$ cat config.mk
export PLATFORM = sky130hd
export DESIGN_NAME = fetch_exec_ctrl
export DESIGN_NICKNAME = d
export VERILOG_FILES = /design/src/rtl/fetch_exec_ctrl.sv
export SDC_FILE = /design/constraint.sdc
export NUM_CORES = 1
export LEC_CHECK = 0
export BUFFER_PORTS_ARGS = -buffer_cell sky130_fd_sc_hd__buf_4
export CAP_MARGIN = 40
export CORE_ASPECT_RATIO = 1.4
export CORE_MARGIN = 10
export CORE_UTILIZATION = 46
export DETAILED_ROUTE_END_ITERATION = 8
export PLACE_DENSITY = 0.78
export RECOVER_POWER = 100
export SYNTH_ARGS = -nofsm -noshare
export SYNTH_HDL_FRONTEND = slang
export SYNTH_SLANG_ARGS = --single-unit
$ cat constraint.sdc
create_clock -name clk -period 1.68 [get_ports clk]
set_clock_uncertainty 0.05 [all_clocks]
set_input_delay 0.084 -clock clk [delete_from_list [all_inputs] [get_ports clk]]
set_output_delay 0.084 -clock clk [all_outputs]
set_load 0.005 [all_outputs]
$ cat src/rtl/fetch_exec_ctrl.sv
// Instruction-sequencing FSM for the 8-bit CPU: two-byte fetch over a byte-wide read
// handshake, decode, ALU/register-file strobes and a single PC update per instruction.
module fetch_exec_ctrl #(
  parameter int PC_W = 3
) (
  input  logic            clk,
  input  logic            rst_n,
  input  logic            start,
  input  logic [PC_W-1:0] pc,
  output logic            mem_req,
  output logic [PC_W-1:0] mem_addr,
  input  logic [7:0]      mem_rdata,
  input  logic            mem_valid,
  input  logic            zero_flag,
  output logic [15:0]     ir,
  output logic            alu_en,
  output logic            reg_we,
  output logic            PC_en,
  output logic            jump_en,
  output logic [PC_W-1:0] next_pc_value,
  output logic            halted,
  output logic            illegal_op,
  output logic [2:0]      state_dbg
);

  typedef enum logic [2:0] {
    S_IDLE    = 3'd0,
    S_FETCH0  = 3'd1,
    S_FETCH1  = 3'd2,
    S_DECODE  = 3'd3,
    S_EXEC    = 3'd4,
    S_WB      = 3'd5,
    S_ADVANCE = 3'd6,
    S_HALT    = 3'd7
  } state_t;

  state_t     state;
  state_t     state_nx;
  logic       jump_q;
  logic [3:0] opcode;
  logic       op_illegal;

  assign opcode        = ir[15:12];
  assign op_illegal    = !(opcode inside {4'h0, 4'h1, 4'h2, 4'h3, 4'h4, 4'hF});
  assign next_pc_value = {ir[PC_W-1:1], 1'b0};
  assign state_dbg     = state;

  // Read handshake: a byte transfers on every cycle where mem_req and mem_valid are both
  // high; mem_req and mem_addr stay fixed until then, and mem_valid is ignored otherwise.
  always_ff @(posedge clk or negedge rst_n) begin
    if (!rst_n) begin
      state  <= S_IDLE;
      ir     <= '0;
      jump_q <= 1'b0;
    end else begin
      state <= state_nx;
      if (state == S_FETCH0 && mem_valid) ir[15:8] <= mem_rdata;
      if (state == S_FETCH1 && mem_valid) ir[7:0]  <= mem_rdata;
      if (state == S_DECODE)
        jump_q <= (opcode == 4'h3) || (opcode == 4'h4 && zero_flag);
    end
  end

  always_comb begin
    state_nx   = state;
    mem_req    = 1'b0;
    mem_addr   = '0;
    alu_en     = 1'b0;
    reg_we     = 1'b0;
    PC_en      = 1'b0;
    jump_en    = 1'b0;
    halted     = 1'b0;
    illegal_op = 1'b0;
    case (state)
      S_IDLE: if (start) state_nx = S_FETCH0;
      S_FETCH0: begin
        mem_req  = 1'b1;
        mem_addr = pc;
        if (mem_valid) state_nx = S_FETCH1;
      end
      S_FETCH1: begin
        mem_req  = 1'b1;
        mem_addr = pc + PC_W'(1);
        if (mem_valid) state_nx = S_DECODE;
      end
      S_DECODE: begin
        illegal_op = op_illegal;
        case (opcode)
          4'h1:    state_nx = S_EXEC;
          4'h2:    state_nx = S_WB;
          4'hF:    state_nx = S_HALT;
          default: state_nx = S_ADVANCE;
        endcase
      end
      S_EXEC: begin
        alu_en   = 1'b1;
        state_nx = S_WB;
      end
      S_WB: begin
        reg_we   = 1'b1;
        state_nx = S_ADVANCE;
      end
      S_ADVANCE: begin
        PC_en    = 1'b1;
        jump_en  = jump_q;
        state_nx = S_FETCH0;
      end
      S_HALT: halted = 1'b1;
    endcase
  end

endmodule

==> results.toml <==
[drt]
routed_wirelength_mm = 2.88
avgViaCountPerCell = 5.41
vias_after_detailed_routing = 898
route.detailed.drc = 0
dr.first_iter.drc_count = 10
drt-wirelength-per-cell_um = 17.3
drt.antenna.violating_nets = 0
drtPass1Iterations = 4

[place]
gpl.final_weighted_congestion = 0.739
port-buffer-count = 46
detailedPlace.worstSlack_ps = 177
dp.cells = 152
dpl-instance-area_um2 = 1430
hpwl_mm = 2.19

[sta]
hold_ws_ps = 72.9
rsz0062_at_grt = "false"
fin_setup_tns_ps = 0
setup_viol = 0
final.setup.worst_slack_ps = 92.7
finalCritPeriodShare = 0.945
layout_min_cycle_time_ps = 1590
timing_max_transition_violations_final = 0
fmaxAchievable_mhz = 630
max_slew_margin = 0.304
tightest_slew_ps = 1040
timing_hold_violations_final = 0

[clocking]
cts_sinks = 20
clock_tree_from_tritoncts = "built"
clk-insertion-delay-late_ps = 290
htree_levels = 1
cts-root-to-sink-buffers = 2
clkTransAtPathRegs_ps = 110
clk_root_buffer_cell = "sky130_fd_sc_hd__clkbuf_4"
cts-buffers-inserted = 3

[synthesis]
yosys-top-cells-area = "sky130_fd_sc_hd__dfrtp_1 46%, sky130_fd_sc_hd__mux2_4 11%, sky130_fd_sc_hd__mux2_2 9.4%"
synth.cell_area_um2 = 1080
synth-warning-count = 0
ys_top_cells_by_count = "20 x sky130_fd_sc_hd__dfrtp_1, 9 x sky130_fd_sc_hd__mux2_2, 8 x sky130_fd_sc_hd__mux2_4, 8 x sky130_fd_sc_hd__nor2_1"
postSynth.asyncResetShare = 1.00
postSynthCellCount = 88
ys.flop_type = "sky130_fd_sc_hd__dfrtp_1"
synth_sequential_area_ratio = 0.462
postSynthRegisterBits = 20
synth_area_per_cell_um2 = 12.3
synth_enable_flop_cells = 0
post-synth-top-count-cell = "sky130_fd_sc_hd__dfrtp_1"
synthDistinctLibCells = 32
yosysTopAreaCellShare = 0.462
yosys.area.top_type = "sky130_fd_sc_hd__dfrtp_1"
syn_nets = 105

[critical_path]
cp_max_fo = 10
crit_chain = "nand2b_1, nor2_4, mux2_4"
cp_top_family = "simple AND/OR/NAND/NOR gates"
critical_path.endpoint_type = "flip-flop"
crit_path_max_incr_delay_ps = 500
setup.worst_path.start_class = "flip-flop"
worst_ep_required_time_ps = 1810
worst_ep_arrival_time_ps = 1720
number_of_buffers_and_inverters_on_the_critical_path = 0
cpMaxStageDelayCell = "sky130_fd_sc_hd__dfrtp_2"
setup.reg_to_reg.worst_slack_ps = 90
critical_path_class = "flip-flop to flip-flop"

[die]
floorplan.rows = 20
dieArea_um2 = 4720
chipWidth_um = 61.0
die_h_um = 77.4
core_um2 = 2200
initial_utilization = 0.491
top_level_ports = 48

[power]
leakagePower_nw = 0.704
ir_drop_uv = 1040
report.power.total_mw = 2.62
power.density_cell_area_nw_per_um2 = 1740

[final_layout]
area_occupied_by_multi_input_gates_um2 = 523
finalNonFillerCells = 166
post-route-cell-area_um2 = 1500
final_net_count = 163
regArea_um2 = 503
antennaDiodeCount = 0
final.fill_count = 189
post_route_cells_drive_above_1_share = 0.465
final_core_util = 0.681
areaGrowthSynthToFinish_pct = 38.6

[global_route]
grt_usage = 0.128
grt_pass1_vias = 996
first_pass_grt_wire_length_mm = 4.83
antenna_found_initial = 0
globalRoute.totalOverflow = 0
grt_start_max_net_pins = 21

[hold_path]
hold_path_class = "input port to flip-flop"

[job]
maxCapViolCount = 0

[run_status]
run_status = "finished, final reports clean"
-- power by group --
group          internal [mW]  switching [mW]
Combinational          0.838           0.535
Clock                 0.0834           0.137
Sequential             0.726           0.297
-- layer usage --
layer	global-route usage	vias up	part of all wire
met4	0.0529	0	0.0097
met3	0.0521	2	0.11
met1	0.129	438	0.36
met5	0	-	0
met2	0.221	33	0.52
li1	-	425	-
-- state kept, by name, summed over array words and instances, names as in the netlist --
| name | flops |
|---|---|
| ir | 16 |
| jump_q | 1 |
| state_dbg | 3 |
-- final cells by class --
class                           instances  share of cell area
Clock buffer                            3              0.0150
Tap cell                               22              0.0183
Multi-Input combinational cell         61               0.349
Sequential cell                        20               0.335
Inverter                                2             0.00500
Timing Repair Buffer                   58               0.278
-- placed cells by master, fill, tap and decap left out, types with 2 or more instances in the layout --
| cell | n |
|---|---|
| sky130_fd_sc_hd__a21oi_1 | 4 |
| sky130_fd_sc_hd__inv_1 | 2 |
| sky130_fd_sc_hd__mux2_2 | 9 |
| sky130_fd_sc_hd__nand2b_4 | 2 |
| sky130_fd_sc_hd__nand3b_1 | 2 |
| sky130_fd_sc_hd__mux2_4 | 8 |
| sky130_fd_sc_hd__o32ai_1 | 2 |
| sky130_fd_sc_hd__o21ai_0 | 2 |
| sky130_fd_sc_hd__clkbuf_1 | 11 |
| sky130_fd_sc_hd__nor2_1 | 8 |
| sky130_fd_sc_hd__clkbuf_4 | 21 |
| sky130_fd_sc_hd__dfrtp_2 | 2 |
| sky130_fd_sc_hd__dfrtp_1 | 18 |
| sky130_fd_sc_hd__buf_4 | 20 |
| sky130_fd_sc_hd__dlygate4sd3_1 | 9 |
| sky130_fd_sc_hd__nand2_1 | 2 |
-- worst reg2reg max path: cells and delay by family (launching register included) --
kind / cells / cell delay [ps]
flops: 1 / 500
mux: 1 / 340
simple gates: 2 / 580
-- path summary, 6_finish.rpt --
check	start	to	cells after the start
max	state_dbg[1]	ir[8]	3
min	mem_valid	state_dbg[1]	3
max reg2reg	state_dbg[1]	ir[8]	3
min reg2reg	jump_q	jump_q	2
max in group asynchronous	rst_n	state_dbg[0]	2
min in group asynchronous	rst_n	ir[5]	2
-- kinds of logic after synthesis --
group	after synthesis	synth area share
multiplexers	18	0.214
XOR/XNOR	1	0.00809
AO/OA/AOI/OAI	12	0.0705
other	1	0.00346
buffers and inverters	7	0.0382
AND/OR/NAND/NOR	28	0.192
flip-flops	20	0.462
adder cells (fa/ha/maj)	1	0.0116
-- timing repair --
| action | 4_1_cts | 5_1_grt |
|---|---|---|
| resized for setup | 3 | 0 |
| setup endpoints to repair | 2 | 1 |
| buffers inserted | 0 | 2 |
| hold endpoints to repair | 36 | 0 |
| hold buffers | 9 | 0 |
No activity file was read; power rests on OpenSTA's default activity.
